[src/rtl/audio_pkg.sv]
// Shared audio types and frame geometry for the I2S output path.
// A frame word is {left, right}, MSB of left transmitted first.
package audio_pkg;

    typedef logic signed [15:0] sample_t;
    typedef logic [31:0] frame_t;

    localparam int SLOTS_PER_FRAME   = 32;
    localparam int SLOTS_PER_CHANNEL = 16;
    localparam int SLOT_W            = $clog2(SLOTS_PER_FRAME);

    function automatic frame_t pack_frame(input sample_t left, input sample_t right);
        return {left, right};
    endfunction

endpackage

[src/rtl/bclk_divider.sv]
// Bit-clock generator: bclk toggles every CLK_DIV system clocks.
// bclkFall is high in the cycle whose closing edge drives bclk from 1 to 0.
module bclk_divider #(
    parameter int CLK_DIV = 4
) (
    input  logic clk,
    input  logic reset,
    output logic bclk,
    output logic bclkFall
);

    localparam int CNT_W = (CLK_DIV > 1) ? $clog2(CLK_DIV) : 1;

    logic [CNT_W-1:0] div_cnt;
    logic             terminal;

    assign terminal = (div_cnt == CNT_W'(CLK_DIV - 1));
    assign bclkFall = terminal && bclk;

    always_ff @(posedge clk) begin
        if (reset) begin
            div_cnt <= '0;
            bclk    <= 1'b0;
        end else if (terminal) begin
            div_cnt <= '0;
            bclk    <= ~bclk;
        end else begin
            div_cnt <= div_cnt + CNT_W'(1);
        end
    end

endmodule

[src/rtl/i2s_dac_transmitter.sv]
// I2S serialiser for the DAC: slot counter, frame shift register, one-pair
// holding register with valid/ready handshake and sticky underrun flag.
module i2s_dac_transmitter
    import audio_pkg::*;
#(
    parameter int CLK_DIV = 4
) (
    input  logic    clk,
    input  logic    reset,
    input  sample_t leftSampleIn,
    input  sample_t rightSampleIn,
    input  logic    sampleValid,
    output logic    sampleReady,
    output logic    frameStart,
    output logic    underrun,
    input  logic    clearUnderrun,
    output logic    bclk,
    output logic    lrclk,
    output logic    dacData
);

    logic              bclk_fall;
    logic [SLOT_W-1:0] bit_cnt;
    logic [SLOT_W-1:0] bit_cnt_next;
    frame_t            shift_reg;
    frame_t            next_frame;
    sample_t           hold_l;
    sample_t           hold_r;
    logic              hold_full;
    logic              frame_load;
    logic              set_underrun;

    bclk_divider #(
        .CLK_DIV (CLK_DIV)
    ) u_bclk_divider (
        .clk      (clk),
        .reset    (reset),
        .bclk     (bclk),
        .bclkFall (bclk_fall)
    );

    assign bit_cnt_next = bit_cnt + SLOT_W'(1);
    assign frame_load   = bclk_fall && (bit_cnt_next == '0);
    assign sampleReady  = !hold_full;
    assign set_underrun = frame_load && !hold_full && !sampleValid;

    // Held pair has priority; an empty holder lets a same-cycle pair bypass it.
    always_comb begin
        next_frame = '0;
        if (hold_full) begin
            next_frame = pack_frame(hold_l, hold_r);
        end else if (sampleValid) begin
            next_frame = pack_frame(leftSampleIn, rightSampleIn);
        end
    end

    always_ff @(posedge clk) begin
        if (reset) begin
            bit_cnt    <= SLOT_W'(SLOTS_PER_FRAME - 1);
            lrclk      <= 1'b1;
            dacData    <= 1'b0;
            shift_reg  <= '0;
            hold_l     <= '0;
            hold_r     <= '0;
            hold_full  <= 1'b0;
            frameStart <= 1'b0;
            underrun   <= 1'b0;
        end else begin
            frameStart <= frame_load;

            // dacData lags shift_reg by one slot, giving the I2S one-bit delay.
            if (bclk_fall) begin
                bit_cnt   <= bit_cnt_next;
                lrclk     <= (bit_cnt_next >= SLOT_W'(SLOTS_PER_CHANNEL));
                dacData   <= shift_reg[31];
                shift_reg <= frame_load ? next_frame : (shift_reg << 1);
            end

            if (frame_load) begin
                hold_full <= 1'b0;
            end else if (sampleValid && sampleReady) begin
                hold_l    <= leftSampleIn;
                hold_r    <= rightSampleIn;
                hold_full <= 1'b1;
            end

            if (set_underrun) begin
                underrun <= 1'b1;
            end else if (clearUnderrun) begin
                underrun <= 1'b0;
            end
        end
    end

endmodule

[config.mk]
export PLATFORM = sky130hd
export DESIGN_NAME = i2s_dac_transmitter
export DESIGN_NICKNAME = d
export VERILOG_FILES = /design/src/rtl/audio_pkg.sv /design/src/rtl/bclk_divider.sv /design/src/rtl/i2s_dac_transmitter.sv
export SDC_FILE = /design/constraint.sdc
export NUM_CORES = 1
export LEC_CHECK = 0
export ABC_CLOCK_PERIOD_IN_PS = 1870
export CORE_MARGIN = 4
export CORE_UTILIZATION = 55
export CTS_CLUSTER_DIAMETER = 40
export CTS_CLUSTER_SIZE = 25
export DETAILED_ROUTE_END_ITERATION = 12
export PLACE_DENSITY = 0.9
export SYNTH_ARGS = -nofsm -noshare
export SYNTH_HDL_FRONTEND = slang
export SYNTH_SLANG_ARGS = --single-unit
[constraint.sdc]
create_clock -name clk -period 1.87 [get_ports clk]
set_input_delay 0.2805 -clock clk [delete_from_list [all_inputs] [get_ports clk]]
set_output_delay 0.2805 -clock clk [all_outputs]
set_load 0.02 [all_outputs]
# Word-level counts from Yosys, hierarchy flattened
# Cells that the tools add are included.
[classes]
n_eq_ne = 1
n_bitwise = 2
mul = 0
n_lt_le_gt_ge = 1
mux = 5
div = 0
n_shift = 0
n_reduce_logical = 12
add_sub_neg = 2
[op_table]
columns = ["operator", "n"]
rows = [
  ["$mux W32", 3],
  ["$add A5 B1 Y5 const B", 1],
  ["$ge A5 B5 Y1 const B", 1],
  ["$logic_and A1 B1 Y1", 5],
  ["$logic_not A5 Y1", 1],
  ["$reduce_or A2 Y1", 2],
  ["$add A2 B1 Y2 const B", 1],
  ["$eq A2 B2 Y1 const B", 1],
  ["$logic_not A1 Y1", 2],
  ["$mux W1", 2],
  ["$not A1 Y1", 2],
  ["$reduce_and A2 Y1", 1],
  ["$reduce_bool A2 Y1", 1],
]
[word_totals]
memories = 0
reg_bits = 77
mem_bits_ro = 0
inputBits = 36
ram_bits = 0
out_inout_bits = 6
word_cells = 34
latch_bits = 0

# Longest topological paths before layout
[depth]
word_depth = 6
depth_mapped = 8
mapped_depth_nobuf = 5

# By module
# From an unflattened synthesis, not the netlist that was laid out.
[hier_totals]
cells_unflattened = 485
hier_area_um2 = 4140.2
[modules_own_cells]
columns = ["module", "area_each_um2", "cells_per_inst", "seq_area_each_um2", "n_inst"]
rows = [
  ["i2s_dac_transmitter", 4035.1, 476, 1481.4, 1],
  ["bclk_divider", 105.1, 9, 60.1, 1],
]

# Least setup slack after synthesis
# OpenSTA, ideal clock, no wires.
[synth_timing]
path_kind = "flip-flop to flip-flop"
from = "reg bit_cnt[0]"
to = "reg shift_reg[10]"
period_less_slack_ns = 1.705
arrival_ns = 1.581
setup_ns = 0.124
slack_ns = 0.165
required_time_ns = 1.746
path_buffers = 2
path_stages_with_launch = 8
path_cell_list = "dfxtp_1 > ha_1 > nand3_2 > a22oi_4 > and2_1 > buf_6 > buf_12 > o211ai_2"
[synth_via]
elab_chain_cells = 4
[synth_lines]
columns = ["element", "line_no", "source"]
rows = [
  ["from (decl)", "i2s_dac_transmitter.sv:23", "logic [SLOT_W-1:0] bit_cnt;"],
  ["from (signal assigned)", "i2s_dac_transmitter.sv:59", "bit_cnt <= SLOT_W'(SLOTS_PER_FRAME - 1);"],
  ["from (signal assigned)", "i2s_dac_transmitter.sv:73", "bit_cnt <= bit_cnt_next;"],
  ["$add A5 B1 Y5", "i2s_dac_transmitter.sv:42", "assign bit_cnt_next = bit_cnt + SLOT_W'(1);"],
  ["$logic_not A5 Y1", "i2s_dac_transmitter.sv:43", "assign frame_load = bclk_fall && (bit_cnt_next == '0);"],
  ["$logic_and A1 B1 Y1", "i2s_dac_transmitter.sv:43", ""],
  ["$mux W32", "i2s_dac_transmitter.sv:76", "shift_reg <= frame_load ? next_frame : (shift_reg << 1);"],
  ["to (signal assigned)", "i2s_dac_transmitter.sv:76", ""],
  ["to (decl)", "i2s_dac_transmitter.sv:25", "frame_t shift_reg;"],
]
# Every way passes these cells.
# A chain may end at the register's enable or synchronous reset.

# Final worst setup path
[layout_timing]
from = "reg u_bclk_divider.bclk"
to = "out bclk"
[layout_lines]
columns = ["element", "line_no", "source"]
rows = [
  ["from (decl)", "bclk_divider.sv:8", "output logic bclk,"],
  ["from (signal assigned)", "bclk_divider.sv:26", "bclk <= ~bclk;"],
  ["to (decl)", "i2s_dac_transmitter.sv:17", "output logic bclk,"],
]
# No word-level cell between the ends.

==> flow_metrics.py <==
metrics = {
    "worst_setup_path": {
        "worstSetupPathType": "reg2out",
        "critical_path.max_stage_delay_ns": 0.67,
        "crit_path_start": "u_bclk_divider.bclk",
        "critical_path_buf_inv_count": 1,
        "worst_r2r_endpoint": "shift_reg[1]",
        "max_stage_delay_cell_worst_path": "clkdlybuf4s50_1",
        "ff2ff_setup_slack_ns": 0.16,
        "critPathTopFamily": "buffers and inverters",
        "timing.critical_path.to_type": "output pin",
        "path_depth": 1,
        "crit_end": "bclk",
        "worstPathArrival_ns": 1.52,
        "path_max_fanout": 8,
        "cp-start-kind": "flip-flop",
        "rr_worst_depth": 6,
        "required_ns": 1.59,
        "worstPathCellList": "clkdlybuf4s50_1",
        "regToRegStartpoint": "bit_cnt[0]",
    },
    "logic_synthesis": {
        "synth.cell_area_mm2": 0.004095,
        "postSynthRegisterBits": 77,
        "synthesis.area_per_instance_um2": 8.392,
        "synth_area_leader_cell": "dfxtp_1",
        "synthXorXnorAreaFrac_pct": 0.8555,
        "compound_gate_portion_of_the_synthesized_area_pct": 16.16,
        "synth_enable_flop_cells": 0,
        "synth_warnings": 0,
        "yosysTopAreaCellShare_pct": 37.64,
        "yosys.area_share.adder_pct": 0.9166,
        "seq_area_frac_synth_pct": 37.64,
        "post_synth_inst_count": 488,
        "synthSimpleGateAreaFrac_pct": 30.06,
        "synth_top_cells_by_area": "dfxtp_1 38%, nand2_1 12%, nand2b_1 10%, o211ai_2 8.9%, mux2i_1 7.8%",
        "synthesis.nets": 527,
        "postSynth.topFlopCell": "dfxtp_1",
        "async_reset_ff_share_pct": 0,
        "ys_types": 36,
        "synthMuxAreaShare_pct": 7.822,
        "synth_top_family_by_area": "simple AND/OR/NAND/NOR gates",
    },
    "placement": {
        "place_congestion": 0.7775,
        "placedInstanceArea_mm2": 0.004584,
        "place.port_buffers": 41,
        "dpl_worst_slack_ns": 0.1403,
        "hpwlAfterDp_um": 6008,
    },
    "clock_network": {
        "clkSlewWorstSetupHoldPaths_ns": 0.08,
        "post_cts.repair.setup_buffers": 0,
        "insertion_delay_ns": 0.35,
        "tritoncts.num_buffers": 9,
        "clk_path_buf_depth": 2,
        "h-tree-depth": 3,
        "cts.root.buffer_cell": "clkbuf_8",
        "cts_tree": "done",
        "clock_sink_count": 77,
    },
    "power": {
        "vdd.ir_drop.worst_uv": 409.4,
        "p_per_area_mw_per_mm2": 722.3,
        "power_mw": 3.463,
        "net_switching_share_of_the_total_power_pct": 24.52,
        "p_switching_mw": 0.8491,
        "power_leakage_nw": 1.873,
        "p_comb_share_pct": 11.9,
        "clkPwrFrac_pct": 38.3,
        "internal_power_consumption_mw": 2.614,
        "pwr-share-seq_pct": 49.8,
    },
    "floorplanning": {
        "initial_core_util_pct": 56.46,
        "chipHeight_um": 94.29,
        "num_rows": 31,
        "core_area_mm2": 0.007253,
        "io_pins": 42,
        "die_w_um": 94.29,
        "die-area_mm2": 0.008891,
    },
    "route": {
        "count_of_tritonroute_iterations_in_the_first_routing_pass": 4,
        "post_route_drc_violation_count": 0,
        "num_vias": 3443,
        "wl_per_cell_um": 14.61,
        "antenna_left": 0,
        "post_drt_via_cell_ratio": 5.562,
        "routed_wire_length_um": 9041,
        "drt-initial-drc-count": 233,
    },
    "global_routing": {
        "grt_max_degree": 66,
        "grt_usage_pct": 21.49,
        "antenna_found_initial": 0,
        "grt_pass1_wl_um": 15300,
        "first_global_vias": 3374,
        "grt_remaining_overflow": 0,
    },
    "finish": {
        "area_delta_synth_final_pct": 17.08,
        "post_route_cells_drive_above_1_share_pct": 14.42,
        "finalInstanceArea_mm2": 0.004795,
        "nets": 554,
        "area.sequential_mm2": 0.001543,
        "area_of_the_multi_input_gates_mm2": 0.002296,
        "max_ffs_per_register": 32,
        "num_antenna_cells": 0,
        "filler_cell_count": 566,
    },
    "outcome": {
        "status": "completed",
    },
    "timing": {
        "setup_viol_count_final": 0,
        "fmax_mhz": 554.5,
        "post-route-worst-setup-slack_ns": 0.06644,
        "hold_viol_final": 0,
        "worst_pin_slew_ns": 0.5631,
        "rsz_0062_raised_after_global_routing": "false",
        "period_minus_slack_ns": 1.804,
        "report.final.slew_viol_count": 0,
        "final.period_utilization_pct": 96.45,
        "fin_setup_tns_ns": 0,
        "worst_skew_ns": 0.008782,
        "worst_slew_margin_rel_pct": 62.46,
    },
    "worst_hold_path": {
        "hold_class": "in2reg",
        "hold_path_depth": 3,
    },
    "run": {
        "number_of_violations_of_the_max_capacitance_limit": 0,
    },
}
-- layout by cell type (no fill, tap or decap), types with 2 or more instances in the layout --
cell / count
nor2_1: 4
buf_4: 15
nand3_1: 5
clkdlybuf4s50_1: 40
a211o_1: 2
o211ai_1: 2
clkbuf_8: 12
o21ai_1: 2
or3b_1: 2
ha_1: 3
nor3_1: 4
nand2_1: 129
a21oi_4: 2
nand4_1: 32
nand2b_1: 67
clkinv_2: 3
xor2_1: 3
o21ai_0: 32
a21oi_1: 2
mux2i_1: 32
dfxtp_1: 76
buf_12: 5
o211ai_2: 29
-- repair_timing --
| action | in CTS | in global routing |
|---|---|---|
| setup endpoints to repair | 0 | 2 |
| resized for setup | 0 | 0 |
| hold buffers | 0 | 0 |
-- per-stage QoR --
step / cells / util, % / hold WS [ns]
floorplan: 488 / - / 0.4043
global placement: 603 / 63.21 / 0.4114
detailed placement: 603 / 63.21 / 0.4529
CTS: 619 / 66.10 / 0.4382
global route: 619 / 66.10 / 0.4779
finish: 619 / 66.10 / 0.4424
-- power by group through the flow --
stage	sequential, mW	combinational (mW)	clock (mW)
final	1.73	0.411	1.33
after global routing	1.73	0.453	1.39
after CTS	1.73	0.412	1.32
after detailed placement	1.76	0.409	0
after global placement	1.76	0.397	0
after floorplan	1.76	0.252	0
-- worst min path at each step --
stage	from	end
after global placement	u_bclk_divider.div_cnt[0]	u_bclk_divider.div_cnt[0]
after detailed placement	u_bclk_divider.div_cnt[0]	u_bclk_divider.div_cnt[0]
after floorplan	u_bclk_divider.div_cnt[0]	u_bclk_divider.div_cnt[0]
after CTS	reset	shift_reg[0]
after global routing	u_bclk_divider.div_cnt[0]	u_bclk_divider.div_cnt[0]
final	reset	shift_reg[0]
-- worst min-delay path, stage by stage --
cell and delay, ns:
buf_2 0.14, buf_4 0.23, nor2_1 0.11
-- metal layers --
metal | routed length [um] | GRT usage [%] | up-vias | share of wire, %
met5 | 0 | 0 | - | 0
met1 | 3940 | 27.14 | 1608 | 44
met3 | 369 | 4.167 | 25 | 4.1
met4 | 293 | 9.507 | 0 | 3.2
met2 | 4437 | 35.40 | 91 | 49
li1 | - | - | 1719 | -
-- cell type report --
cell class,count,area share (%)
Multi-Input combinational cell,365,47.89
Timing Repair Buffer,61,12.89
Tap cell,99,2.584
Sequential cell,77,32.18
Clock inverter,4,0.9395
Clock buffer,12,3.445
Inverter,1,0.07829
-- cells in the mapped netlist, types with 2 or more instances --
| library cell | instances |
|---|---|
| o21ai_0 | 32 |
| ha_1 | 3 |
| nor2_1 | 4 |
| o211ai_1 | 2 |
| clkbuf_1 | 29 |
| dfxtp_1 | 77 |
| buf_6 | 5 |
| o211ai_2 | 29 |
| or3b_1 | 2 |
| mux2i_1 | 32 |
| a211o_1 | 2 |
| buf_12 | 3 |
| a21oi_1 | 3 |
| nand4_1 | 32 |
| nand3_1 | 5 |
| o21ai_1 | 2 |
| a21oi_4 | 2 |
| nand2b_1 | 67 |
| nand2_1 | 129 |
| nor3_1 | 4 |
| buf_2 | 7 |
| xor2_1 | 3 |
-- kinds of logic after synthesis --
kind of cell / Yosys count
AND/OR/NAND/NOR: 250
flip-flops: 77
AO/OA/AOI/OAI: 76
buffers and inverters: 46
multiplexers: 32
XOR/XNOR: 4
adder cells (fa/ha/maj): 3
No activity file was read; power rests on OpenSTA's default activity.
